`src/rtl/phase_sequencer.sv`:
```
// phase_sequencer: five-phase instruction stepper with per-stage holds,
// retire/stall counters and a sticky stuck-stage watchdog.
module phase_sequencer #(
  parameter int unsigned STALL_LIMIT = 255,
  parameter int unsigned CNT_W       = 32
) (
  input  logic             clk,
  input  logic             rst_n,
  input  logic             run,
  input  logic             stall_fetch,
  input  logic             stall_decode,
  input  logic             stall_execute,
  input  logic             stall_memory,
  input  logic             stall_writeback,
  input  logic             cnt_clr,
  output logic             phase_fetch,
  output logic             phase_decode,
  output logic             phase_execute,
  output logic             phase_memory,
  output logic             phase_writeback,
  output logic             busy,
  output logic             retire,
  output logic [CNT_W-1:0] retire_count,
  output logic [CNT_W-1:0] stall_count,
  output logic             stall_timeout
);

  localparam int unsigned RUN_W = $clog2(STALL_LIMIT + 1);
  localparam logic [RUN_W-1:0] RUN_MAX = RUN_W'(STALL_LIMIT);
  localparam logic [RUN_W-1:0] RUN_HIT = RUN_W'(STALL_LIMIT - 1);

  typedef enum logic [2:0] {
    IDLE,
    FETCH,
    DECODE,
    EXECUTE,
    MEMORY,
    WRITEBACK
  } state_e;

  state_e           state_q;
  logic [RUN_W-1:0] stall_run_q;
  logic [CNT_W-1:0] retire_cnt_q;
  logic [CNT_W-1:0] stall_cnt_q;
  logic             timeout_q;
  logic             stall_cur;

  assign phase_fetch     = (state_q == FETCH);
  assign phase_decode    = (state_q == DECODE);
  assign phase_execute   = (state_q == EXECUTE);
  assign phase_memory    = (state_q == MEMORY);
  assign phase_writeback = (state_q == WRITEBACK);
  assign busy            = (state_q != IDLE);
  assign retire          = phase_writeback & ~stall_writeback;

  assign retire_count  = retire_cnt_q;
  assign stall_count   = stall_cnt_q;
  assign stall_timeout = timeout_q;

  // Only the stall of the phase we are in is ever looked at.
  always_comb begin
    stall_cur = 1'b0;
    unique case (1'b1)
      phase_fetch:     stall_cur = stall_fetch;
      phase_decode:    stall_cur = stall_decode;
      phase_execute:   stall_cur = stall_execute;
      phase_memory:    stall_cur = stall_memory;
      phase_writeback: stall_cur = stall_writeback;
      default:         stall_cur = 1'b0;
    endcase
  end

  always_ff @(posedge clk) begin
    if (!rst_n) begin
      state_q      <= IDLE;
      stall_run_q  <= '0;
      retire_cnt_q <= '0;
      stall_cnt_q  <= '0;
      timeout_q    <= 1'b0;
    end else begin
      case (state_q)
        IDLE:      if (run) state_q <= FETCH;
        FETCH:     if (!stall_fetch) state_q <= DECODE;
        DECODE:    if (!stall_decode) state_q <= EXECUTE;
        EXECUTE:   if (!stall_execute) state_q <= MEMORY;
        MEMORY:    if (!stall_memory) state_q <= WRITEBACK;
        WRITEBACK: if (!stall_writeback)
                     state_q <= run ? FETCH : IDLE;
        default:   state_q <= IDLE;
      endcase

      if (!stall_cur) begin
        stall_run_q <= '0;
      end else if (stall_run_q != RUN_MAX) begin
        stall_run_q <= stall_run_q + 1'b1;
      end

      // Clear beats any same-cycle increment or watchdog set.
      if (cnt_clr) begin
        retire_cnt_q <= '0;
        stall_cnt_q  <= '0;
        timeout_q    <= 1'b0;
      end else begin
        if (retire) retire_cnt_q <= retire_cnt_q + 1'b1;
        if (stall_cur) stall_cnt_q <= stall_cnt_q + 1'b1;
        if (stall_cur && stall_run_q == RUN_HIT)
          timeout_q <= 1'b1;
      end
    end
  end

endmodule

```
`config.mk`:
```
export PLATFORM = sky130hd
export DESIGN_NAME = phase_sequencer
export DESIGN_NICKNAME = d
export VERILOG_FILES = /design/src/rtl/phase_sequencer.sv
export SDC_FILE = /design/constraint.sdc
export NUM_CORES = 1
export LEC_CHECK = 0
export ABC_AREA = 1
export CAP_MARGIN = 10
export CELL_PAD_IN_SITES_DETAIL_PLACEMENT = 0
export CELL_PAD_IN_SITES_GLOBAL_PLACEMENT = 1
export CORE_UTILIZATION = 36
export CTS_BUF_LIST = sky130_fd_sc_hd__clkbuf_8 sky130_fd_sc_hd__clkbuf_16
export DETAILED_ROUTE_END_ITERATION = 10
export GPL_TIMING_DRIVEN = 0
export HOLD_SLACK_MARGIN = 0.03
export MAX_ROUTING_LAYER = met4
export PLACE_DENSITY_LB_ADDON = 0.08
export SYNTH_ARGS = -nofsm -noshare
export SYNTH_HDL_FRONTEND = slang
export SYNTH_SLANG_ARGS = --single-unit
```
`constraint.sdc`:
```
create_clock -name clk -period 1.7 [get_ports clk]
set_input_delay 0.255 -clock clk [delete_from_list [all_inputs] [get_ports clk]]
set_output_delay 0.255 -clock clk [all_outputs]
set_load 0.03 [all_outputs]
```
### Yosys cells after proc, flatten, opt, wreduce, memory -nomap -nowiden

Cells that the tools add are included.

| cells by class | value |
|---|---|
| $add $sub $neg | 3 |
| eq/ne operators | 13 |
| multiplexer cells | 9 |
| bitwise operators | 3 |
| reductions and logical operators | 6 |

Operator list:

| kind | count |
|---|---|
| adder 32 x 1 -> 32 bit, second input constant | 2 |
| two-way mux 3 bit | 6 |
| one-hot mux 3 bit (6 select lines) | 1 |
| inequality test 2 bit, second input constant | 6 |
| adder 8 x 1 -> 8 bit, second input constant | 1 |
| equality test 8 bit, second input constant | 1 |
| inequality test 8 bit, second input constant | 1 |
| equality test 3 x 2 -> 1 bit, second input constant | 2 |
| equality test 3 bit, second input constant | 2 |
| AND reduction 6 bit | 1 |
| one-hot mux 1 bit (5 select lines) | 1 |
| equality test 3 x 1 -> 1 bit, second input constant | 1 |
| logical NOT 3 bit | 1 |
| nonzero test 3 bit | 1 |
| NOT 1 bit | 2 |
| AND reduction 2 bit | 1 |
| OR reduction 2 bit | 1 |
| bitwise AND 1 bit | 1 |
| logical AND 1 bit | 1 |
| two-way mux 1 bit | 1 |

| word-level totals | value |
|---|---|
| flip-flop bits (word level) | 76 |
| bits of input ports | 9 |
| output and inout port bits | 72 |
| word-level logic and storage cells | 39 |

### Depth between registers and ports, before layout

| logic depth | value |
|---|---|
| word-level depth | 3 |
| depth in mapped cells | 11 |
| mapped depth without buffers | 10 |

### Least setup slack after synthesis

OpenSTA, ideal clock, no wires.

| path | value |
|---|---|
| path kind | flip-flop to flip-flop |
| start point | register stall_cnt_q[1], in the netlist stall_count[1] |
| end point | register stall_cnt_q[24], in the netlist stall_count[24] |
| setup time | 0.116 ns |
| arrival time | 1.705 ns |
| data required time | 1.584 ns |
| setup slack | -0.121 ns |
| cell stages (with the launch flop) | 11 |
| path buffers | 0 |
| period minus slack after synthesis | 1.821 ns |
| cells stage by stage | dfxtp_1 > ha_1 > nand3_1 > inv_1 > nand2_1 > nor2_1 > nand2_1 > nor2_1 > nand3_1 > nand2_1 > nor2_1 |

| on the way | value |
|---|---|
| longest elaborated chain between the ends | 1 |

Ends and longest elaborated chain:

| item | line | RTL |
|---|---|---|
| start, declared | 44 | `logic [CNT_W-1:0] stall_cnt_q;` |
| start signal, assigned | 105 | `if (stall_cur) stall_cnt_q <= stall_cnt_q + 1'b1;` |
| adder 32 x 1 -> 32 bit | 105 |  |

Every way passes these cells.
A chain may end at the register's enable or synchronous reset.

### Worst setup path in the final report

| path | value |
|---|---|
| start point | register stall_cnt_q[30], in the netlist stall_count[30] |
| end point | output stall_count[30] |

RTL lines:

| item | line | RTL |
|---|---|---|
| end, declared | 24 | `output logic [CNT_W-1:0] stall_count,` |

No word-level cell between the ends.

==> metrics.txt <==
# TYPE chip_impl_metric gauge
chip_impl_metric{name="yosysSeqAreaShare",unit="%"} 37.1
chip_impl_metric{name="syn-num-nets",unit=""} 666
chip_impl_metric{name="ioPinCount",unit=""} 81
chip_impl_info{name="unrepaired_setup_endpoints_after_global_routing",value="true"} 1
chip_impl_metric{name="post_drt_wl_per_cell",unit="um"} 12.9
chip_impl_metric{name="arrival",unit="ps"} 1420
chip_impl_info{name="worstPathCellList",value="clkdlybuf4s50_1"} 1
chip_impl_info{name="timing.critical_path.slowest_stage_cell",value="clkdlybuf4s50_1"} 1
chip_impl_metric{name="via_count_of_the_first_global_routing_pass",unit=""} 3950
chip_impl_metric{name="tightestPinTransition",unit="ps"} 601
chip_impl_metric{name="intPower",unit="mW"} 3.85
chip_impl_metric{name="die_extent_in_y",unit="um"} 109
chip_impl_metric{name="critPathBufInv",unit=""} 1
chip_impl_info{name="hold_class",value="register to register"} 1
chip_impl_metric{name="critical_path_depth",unit=""} 1
chip_impl_info{name="crit_type",value="register to primary output"} 1
chip_impl_metric{name="cts_made_buffers",unit=""} 9
chip_impl_metric{name="max_cap_viols",unit=""} 0
chip_impl_metric{name="whs_path_depth",unit=""} 2
chip_impl_metric{name="non_filler_cells_in_the_finished_layout",unit=""} 892
chip_impl_metric{name="fmax",unit="MHz"} 597
chip_impl_metric{name="grt_start_max_net_pins",unit=""} 13
chip_impl_metric{name="synth-seq-cells",unit=""} 76
chip_impl_metric{name="syn_area",unit="um2"} 4100
chip_impl_metric{name="timing.final.setup_violations",unit=""} 0
chip_impl_metric{name="detailedPlace.worstSlack",unit="ps"} -407
chip_impl_metric{name="yosys_warnings",unit=""} 0
chip_impl_metric{name="initialDrtViolationCount",unit=""} 266
chip_impl_metric{name="initial_core_util",unit="%"} 37.4
chip_impl_metric{name="track_usage",unit="%"} 21.2
chip_impl_metric{name="area_enclosed_by_the_die_boundary",unit="um2"} 11800
chip_impl_metric{name="antenna_violating_nets_post_route",unit=""} 0
chip_impl_info{name="most-common-layout-cells",value="170 x nand2_1, 114 x nor2_1, 69 x inv_1, 68 x dfxtp_1, 52 x nand3_1"} 1
chip_impl_metric{name="final-max-slew-violation-count",unit=""} 0
chip_impl_metric{name="dp.cells",unit=""} 873
chip_impl_metric{name="rows",unit=""} 38
chip_impl_metric{name="switching_power",unit="mW"} 1.57
chip_impl_metric{name="dieWidth",unit="um"} 109
chip_impl_metric{name="fin_ws",unit="ps"} 24.0
chip_impl_metric{name="detail_route.first_pass.iterations",unit=""} 6
chip_impl_metric{name="power_switching_share",unit="%"} 29.0
chip_impl_metric{name="grt_antenna_before_repair",unit=""} 0
chip_impl_metric{name="timing.reg2reg.worst_path_depth",unit=""} 11
chip_impl_metric{name="gate_count_after_technology_mapping",unit=""} 653
chip_impl_metric{name="clock_sinks",unit=""} 76
chip_impl_metric{name="pwr-share-seq",unit="%"} 35.1
chip_impl_metric{name="worst_setup_hold_path_clk_slew",unit="ps"} 50
chip_impl_metric{name="timing.critical_path.fanout_max",unit=""} 4
chip_impl_metric{name="share_comb_of_total_power",unit="%"} 20.4
chip_impl_metric{name="area_delta_synth_final",unit="%"} 37.9
chip_impl_metric{name="finClkSkew",unit="ps"} 6.52
chip_impl_metric{name="diodes",unit=""} 0
chip_impl_metric{name="route.vias.total",unit=""} 4379
chip_impl_metric{name="htree_levels",unit=""} 3
chip_impl_metric{name="required",unit="ps"} 1440
chip_impl_metric{name="drt_drc_violations_left",unit=""} 0
chip_impl_metric{name="max-slew-margin-rel",unit="%"} 59.9
chip_impl_metric{name="p_leak",unit="nW"} 2.47
chip_impl_metric{name="buffer_ports.inserted",unit=""} 80
chip_impl_metric{name="gpl.final_weighted_congestion",unit=""} 0.885
chip_impl_metric{name="seqCellArea",unit="um2"} 1540
chip_impl_metric{name="power.share.clock",unit="%"} 44.5
chip_impl_metric{name="final_nets",unit=""} 761
chip_impl_info{name="critPathCaptureType",value="primary output"} 1
chip_impl_metric{name="totalWireLength",unit="um"} 11500
chip_impl_info{name="layout_commonest_cell",value="nand2_1"} 1
chip_impl_metric{name="layout_worst_path_cycle_share",unit="%"} 98.6
chip_impl_metric{name="ir_drop",unit="V"} 0.000583
chip_impl_info{name="tritoncts",value="built"} 1
chip_impl_metric{name="timing.critical_path.slowest_cell_delay",unit="ps"} 700
chip_impl_metric{name="hpwlAfterDp",unit="um"} 8410
chip_impl_metric{name="yosys.cell_types.count",unit=""} 31
chip_impl_info{name="worst_path_dominant_cell_family",value="buffers and inverters"} 1
chip_impl_metric{name="vias_per_cell",unit=""} 4.91
chip_impl_info{name="run_status",value="finished, final reports clean"} 1
chip_impl_metric{name="wire_length_of_the_first_global_routing_pass",unit="um"} 18900
chip_impl_info{name="cts_root_buffer",value="clkbuf_16"} 1
chip_impl_metric{name="insertion_delay",unit="ps"} 350
chip_impl_metric{name="fin_setup_tns",unit="ps"} 0
chip_impl_metric{name="cts.path.max_buffers",unit=""} 2
chip_impl_metric{name="n_fill_cell",unit=""} 1118
chip_impl_metric{name="final_number_of_hold_violating_endpoints",unit=""} 0
chip_impl_metric{name="multi_input_logic_area",unit="um2"} 2390
chip_impl_metric{name="fin_crit",unit="ps"} 1680
chip_impl_metric{name="power_density",unit="nW/um2"} 958
chip_impl_metric{name="post_synth.cell_area_avg",unit="um2"} 6.28
chip_impl_metric{name="gr-total-overflow",unit=""} 0
chip_impl_metric{name="area_of_the_core_region",unit="um2"} 11000
chip_impl_metric{name="cts_hold_buffers",unit=""} 0
chip_impl_metric{name="final_layout_size_suffix_gt1_share",unit="%"} 12.1
chip_impl_info{name="start_kind",value="register"} 1
## worst paths after layout
| check | start | to | slack (ps) |
|---|---|---|---|
| worst min-delay path | stall_timeout | stall_timeout | 460 |
| worst min register to register | stall_timeout | stall_timeout | 460 |
| worst max-delay path | stall_count[30] | stall_count[30] | 20 |
| worst max register to register | stall_count[0] | stall_count[22] | 110 |
## synthesized netlist by cell type (all sizes together)
cell type	number	area share (%)
ha	4	1.2
or2	1	0.15
buf	7	1.4
inv	73	6.7
a31oi	3	0.46
clkbuf	7	0.67
nor3b	6	1.1
nand3	55	7.0
o21bai	2	0.37
nor2	142	14
nor3	20	2.4
xor2	5	1.1
nand4	15	2.6
o21ai	15	1.8
o21a	2	0.37
nor4	1	0.15
xnor2	1	0.21
dfxtp	76	37
nand2	174	16
a21oi	43	5.2
nand3b	1	0.27
## layer usage
layer / vias to the layer above / track usage (%) / wire length [um]
li1: 2281 / - / -
met1: 2001 / 27.9 / 5630
met2: 83 / 32.2 / 5210
met3: 14 / 3.41 / 461
met4: 0 / 8.69 / 188
met5: - / - / 0
## cells by family after synthesis
family                     Yosys count  share of synthesized area (%)
xor gates and xnor gates             6                           1.28
and+or+nand+nor                    415                           43.4
DFF                                 76                           37.1
adders and majority gates            4                           1.22
AOI/OAI and AO/OA                   65                           8.26
buffers and inverters               87                           8.75
## power groups by stage
stage          clock network [mW]  registers (mW)  logic, mW
5_1_grt                      2.53            1.91       1.21
6_report                     2.41            1.90       1.10
4_1_cts                      2.46            1.89       1.09
3_5_place_dp                    0            1.92       1.11
2_1_floorplan                   0            1.93      0.715
3_3_place_gp                    0            1.92       1.10
## worst reg2reg max path, stage by stage, from the launching register on
cell,delay (ps)
dfxtp_4,370
ha_4,140
nand3_1,110
inv_2,80
nand2_2,70
nor2_4,190
buf_4,150
nand2_1,80
nor2_2,110
nand3_1,70
nand2_1,60
nor2_1,40
## flip-flops by register name (all words and copies together), names as in the netlist
register	flops
retire_count	32
stall_count	32
stall_run_q	8
stall_timeout	1
state_q	3
## area by class of cell
| cell class | instances | share of cell area, % |
|---|---|---|
| multi-input cells | 490 | 42.2 |
| flip-flops and latches | 76 | 27.2 |
| repair buffers | 84 | 14.4 |
| inverters | 73 | 4.84 |
| clock buffers | 11 | 4.47 |
| well taps | 140 | 3.10 |
| clock inverters | 4 | 2.12 |
| plain buffers | 14 | 1.70 |
## through the flow
stage | cell area, um2 | hold slack [ps] | power (mW) | utilization, %
floorplan | 4110 | 381 | 2.65 | -
CTS | 5440 | 456 | 5.44 | 49.5
finish | 5660 | 457 | 5.42 | 51.5
detailed placement | 5090 | 444 | 3.03 | 46.3
global placement | 5090 | 448 | 3.02 | 46.3
global route | 5660 | 503 | 5.65 | 51.5
## repair_timing
action / CTS / global route
setup endpoints to repair: 66 / 58
gates resized for setup: 78 / 63
pin swaps: 2 / 4
hold endpoints to repair: 0 / 0
setup buffers: 1 / 3
(Power assumes the default switching activity.)
